`src/rtl/ulpb_rx_buffer.sv`:
```
// Receive buffer between a ULPB bus node and a consumer: a four-phase REQ/ACK write side
// and a first-word-fall-through valid/ready read side. Optional drop-on-full mode: ULPB_RXBUF_DROP_EN.
module ulpb_rx_buffer #(
    parameter int ADDR_WIDTH = 8,
    parameter int DATA_WIDTH = 32,
    parameter int DEPTH      = 4
) (
    input  logic                     CLK,
    input  logic                     RESET,
    input  logic [ADDR_WIDTH-1:0]    RX_ADDR,
    input  logic [DATA_WIDTH-1:0]    RX_DATA,
    input  logic                     RX_REQ,
    input  logic                     RX_PEND,
    output logic                     RX_ACK,
    output logic [ADDR_WIDTH-1:0]    OUT_ADDR,
    output logic [DATA_WIDTH-1:0]    OUT_DATA,
    output logic                     OUT_LAST,
    output logic                     OUT_VALID,
    input  logic                     OUT_READY,
    output logic [$clog2(DEPTH):0]   COUNT,
    output logic                     OVERFLOW,
    input  logic                     OVF_CLR,
    output logic                     ACK_STATE
);

    // Write side: RX_REQ raises a word; RX_ACK rises the cycle after it is taken (or dropped)
    // and stays high until RX_REQ falls. Read side: the head entry moves on OUT_VALID & OUT_READY.
    localparam int PW = $clog2(DEPTH);
    localparam int EW = 1 + ADDR_WIDTH + DATA_WIDTH;

    typedef enum logic {
        ACK_IDLE = 1'b0,
        ACK_WAIT = 1'b1
    } ack_state_t;

    ack_state_t        state, state_nxt;
    logic [EW-1:0]     mem [DEPTH];
    logic [PW:0]       wr_ptr, rd_ptr;
    logic              full, empty, wr_en, rd_en;

    assign full  = (wr_ptr[PW] != rd_ptr[PW]) && (wr_ptr[PW-1:0] == rd_ptr[PW-1:0]);
    assign empty = (wr_ptr == rd_ptr);
    assign rd_en = ~empty & OUT_READY;

`ifdef ULPB_RXBUF_DROP_EN
    logic drop;
`endif

    always_comb begin
        state_nxt = state;
        wr_en     = 1'b0;
`ifdef ULPB_RXBUF_DROP_EN
        drop      = 1'b0;
`endif
        case (state)
            ACK_IDLE: begin
                if (RX_REQ) begin
                    if (!full) begin
                        wr_en     = 1'b1;
                        state_nxt = ACK_WAIT;
                    end
`ifdef ULPB_RXBUF_DROP_EN
                    else begin
                        drop      = 1'b1;
                        state_nxt = ACK_WAIT;
                    end
`endif
                end
            end
            ACK_WAIT: begin
                if (!RX_REQ) state_nxt = ACK_IDLE;
            end
        endcase
    end

    always_ff @(posedge CLK or posedge RESET) begin
        if (RESET) begin
            state  <= ACK_IDLE;
            wr_ptr <= '0;
            rd_ptr <= '0;
        end else begin
            state <= state_nxt;
            if (wr_en) wr_ptr <= wr_ptr + 1'b1;
            if (rd_en) rd_ptr <= rd_ptr + 1'b1;
        end
    end

    // Storage is intentionally not reset; OUT_VALID masks stale contents.
    always_ff @(posedge CLK) begin
        if (wr_en) mem[wr_ptr[PW-1:0]] <= {~RX_PEND, RX_ADDR, RX_DATA};
    end

    assign {OUT_LAST, OUT_ADDR, OUT_DATA} = mem[rd_ptr[PW-1:0]];
    assign OUT_VALID = ~empty;
    assign COUNT     = wr_ptr - rd_ptr;
    assign RX_ACK    = (state == ACK_WAIT);
    assign ACK_STATE = state;

`ifdef ULPB_RXBUF_DROP_EN
    // A drop in the same cycle as a clear wins, so no overflow event is lost.
    always_ff @(posedge CLK or posedge RESET) begin
        if (RESET)        OVERFLOW <= 1'b0;
        else if (drop)    OVERFLOW <= 1'b1;
        else if (OVF_CLR) OVERFLOW <= 1'b0;
    end
`else
    logic ovf_clr_unused;
    assign ovf_clr_unused = OVF_CLR;
    assign OVERFLOW       = 1'b0;
`endif

endmodule

```
`config.mk`:
```
export PLATFORM = sky130hd
export DESIGN_NAME = ulpb_rx_buffer
export DESIGN_NICKNAME = d
export VERILOG_FILES = /design/src/rtl/ulpb_rx_buffer.sv
export SDC_FILE = /design/constraint.sdc
export NUM_CORES = 1
export LEC_CHECK = 0
export CORE_UTILIZATION = 55
export CTS_CLUSTER_DIAMETER = 80
export DETAILED_ROUTE_END_ITERATION = 12
export DONT_BUFFER_PORTS = 1
export PLACE_DENSITY = 0.84
export SYNTH_ARGS = -nofsm -noshare
export SYNTH_HDL_FRONTEND = slang
export SYNTH_SLANG_ARGS = --single-unit
```
`constraint.sdc`:
```
create_clock -name CLK -period 2.5 [get_ports CLK]
set_input_delay 0.625 -clock CLK [delete_from_list [all_inputs] [get_ports CLK]]
set_output_delay 0.625 -clock CLK [all_outputs]
set_load 0.1 [all_outputs]
```
==> results.cfg <==
[run_status]
status = complete, but fails checks
failed_checks = negative setup slack

[global_routing]
antenna_found_initial = 0
number_of_global_route_vias_before_repair = 3038
grt_max_degree = 24
overflow = 0
grt_pass1_wl_mm = 16.37
global_route.usage.total_pct = 19.92

[routing]
detailed_route_iter0_violations = 119
viasPerCell = 5.669
wl_mm = 10.90
wl_per_cell_um = 22.30
post-route-drc-count = 0
drt.antenna.violating_nets = 0
routed-via-count = 2772
detail_route.first_pass.iterations = 4

[finish]
design.final.nets = 387
instances_no_fill = 489
antenna_cells_inserted = 0
fraction_of_final_layout_cells_sized_beyond_drive_strength_1_pct = 43.06
area_growth_synth_to_finish_pct = 29.15

[run]
cap_violations = 0

[logic_synthesis]
yosys-top-cells-area = edfxtp_1, mux4_2, dfrtp_1
synthAdderAreaFrac_pct = 1.672
seq_cells_post_synth = 171
yosys_cell_types = 27
ys_warn_count = 0
synthesized_area_fraction_occupied_by_ao_oa_aoi_and_oai_cells_pct = 0.6611
synth_area_leader_cell = edfxtp_1
asyncSetResetFlopFracSynth_pct = 4.094
synth_top_area_share_pct = 76.53
synth_fp_nets = 320
synth.avg_cell_area_um2 = 24.19
synth_sequential_area_ratio_pct = 79.25
area_of_the_mapped_netlist_um2 = 6435
synth_enable_flop_cells = 164
synthMuxAreaShare_pct = 14.93
postSynthCellCount = 266
synth_top_family_by_area = multiplexers
ys.flop_type = edfxtp_1
synthSimpleGateAreaFrac_pct = 1.147
synth_xor_xnor_area_share_pct = 0.6611

[timing]
highest_clock_rate_ghz = 0.3976
finalMaxSlewViolations = 0
timing_worst_slew_pin_value_ps = 563.5
finalHoldWorstSlack_ps = 27.15
min_period_ps = 2515
timing.slew.headroom_pct = 62.43
finalHoldViolations = 0
rsz0062_at_grt = yes
finClkSkew_ps = 8.161
setup_failing_eps_final = 4
min_period_over_period_pct = 100.6
layout_setup_ws_ps = -15.32

[clock_network]
tritoncts_clock_tree = built
cts_setup_buffers = 0
clock-root-buffer = clkbuf_16
clk_latency_ps = 420
clkSinkCount = 171
clkSlewWorstSetupHoldPaths_ps = 60
cts-root-to-sink-buffers = 2
ctsHtreeMaxLevel = 4
number_of_buffers_created_by_cts = 17

[critical_path]
startpoint_type = flop
timing.setup.critical_path_class = flop to output pin
critPathMaxFanout = 10
maximum_cell_stage_delay_along_the_critical_path_ps = 580
timing.critical_path.max_delay_family = multiplexers
critPathCaptureType = output pin
worstPathCellList = buf_6 > mux4_2 > buf_12
timing.critical_path.required_ps = 1880
worst-path-buf-inv = 2
worst-r2r-setup-slack_ps = 420
cell_type_of_the_slowest_stage_on_the_worst_timing_path = mux4_2
arrival_ps = 1890

[placed_design]
dp.cells = 457
gp_congestion = 0.7500
dp.final_hpwl_mm = 7.079
placement.io_buffers = 0

[floorplanning]
initial_utilization_pct = 56.36
fp.dieH_um = 110.2
core-area_um2 = 11420
chipWidth_um = 110.2
pin_count = 94
std_cell_rows = 39
design.die.area_um2 = 12140

[worst_hold_path]
worst_hold_path_type = primary input to asynchronous set/reset pin
==> stage by stage <==
stage	utilization, %	setup WS, ps	setup TNS (ps)	cell area (um^2)
floorplan	-	-68.14	-11180	6456
global placement	67.27	325.0	0	7681
detailed placement	67.27	318.2	0	7681
CTS	72.52	-62.48	-1338	8280
global route	72.78	-68.90	-1781	8310
finish	72.78	-15.32	-30.75	8310
==> per-layer routing <==
layer  part of all wire [%]  vias up  global-route usage, %
met4                    1.5        0                  8.177
li1                       -     1232                      -
met5                      0        -                      0
met3                    7.1       15                  8.054
met2                     54       89                  33.66
met1                     37     1436                  22.63
==> state kept, by name, summed over array words and instances (netlist names) <==
| register | count |
|---|---|
| ACK_STATE | 1 |
| wr_ptr | 3 |
| rd_ptr | 3 |
| mem | 164 |
==> logic make-up (layout without fill, tap and decap cells) <==
logic type | after synthesis | in the layout
other | 1 | 1
adders and majority gates | 8 | 8
DFF | 171 | 171
muxes | 44 | 44
and+or+nand+nor | 13 | 13
xor gates and xnor gates | 4 | 4
AOI/OAI and AO/OA | 5 | 5
buffers and inverters | 20 | 100
==> synth_stat cells (2+ instances only) <==
library cell / number
mux2_2: 2
buf_4: 6
and2_2: 4
xnor2_1: 2
dfrtp_1: 7
nand2_1: 4
mux4_2: 41
buf_2: 5
ha_1: 7
inv_1: 8
edfxtp_1: 164
==> layout by cell type (no fill, tap or decap), types with 2 or more instances in the layout <==
| master | instances |
|---|---|
| mux4_2 | 41 |
| clkbuf_1 | 3 |
| buf_4 | 4 |
| buf_12 | 55 |
| nand2_1 | 3 |
| and2_2 | 4 |
| clkinv_4 | 2 |
| clkinv_2 | 3 |
| dfrtp_2 | 2 |
| clkinvlp_4 | 3 |
| dfrtp_1 | 4 |
| inv_1 | 6 |
| clkbuf_16 | 17 |
| ha_1 | 6 |
| mux2_2 | 2 |
| bufinv_16 | 3 |
| edfxtp_1 | 164 |
| xnor2_1 | 2 |
| inv_2 | 2 |
==> area by class of cell <==
type | instances | area (um^2)
inverters | 8 | 30.03
clock inverters | 12 | 148.9
repair buffers | 60 | 1142
flip-flops and latches | 171 | 5106
clock buffers | 20 | 436.7
well taps | 143 | 178.9
fillers | 664 | 3108
multi-input cells | 75 | 1267
==> final timing paths <==
path / from / end / cells after the start
max in group asynchronous: RESET / rd_ptr[0] / 1
worst max register to register: rd_ptr[0] / mem[1][36] / 5
worst min register to register: wr_ptr[2] / wr_ptr[2] / 2
worst max-delay path: rd_ptr[0] / OUT_DATA[12] / 3
min in group CLK: RX_ADDR[3] / mem[2][35] / 0
worst min-delay path: RESET / ACK_STATE / 1
==> repair_timing <==
action	4_1_cts	5_1_grt
hold buffers	0	0
pin swaps	0	3
gates resized for setup	5	7
setup endpoints to repair	42	43
Power is left out: the tool's default activity adds up to more than one toggle a clock period on the data nets, which glitch-free logic cannot reach.
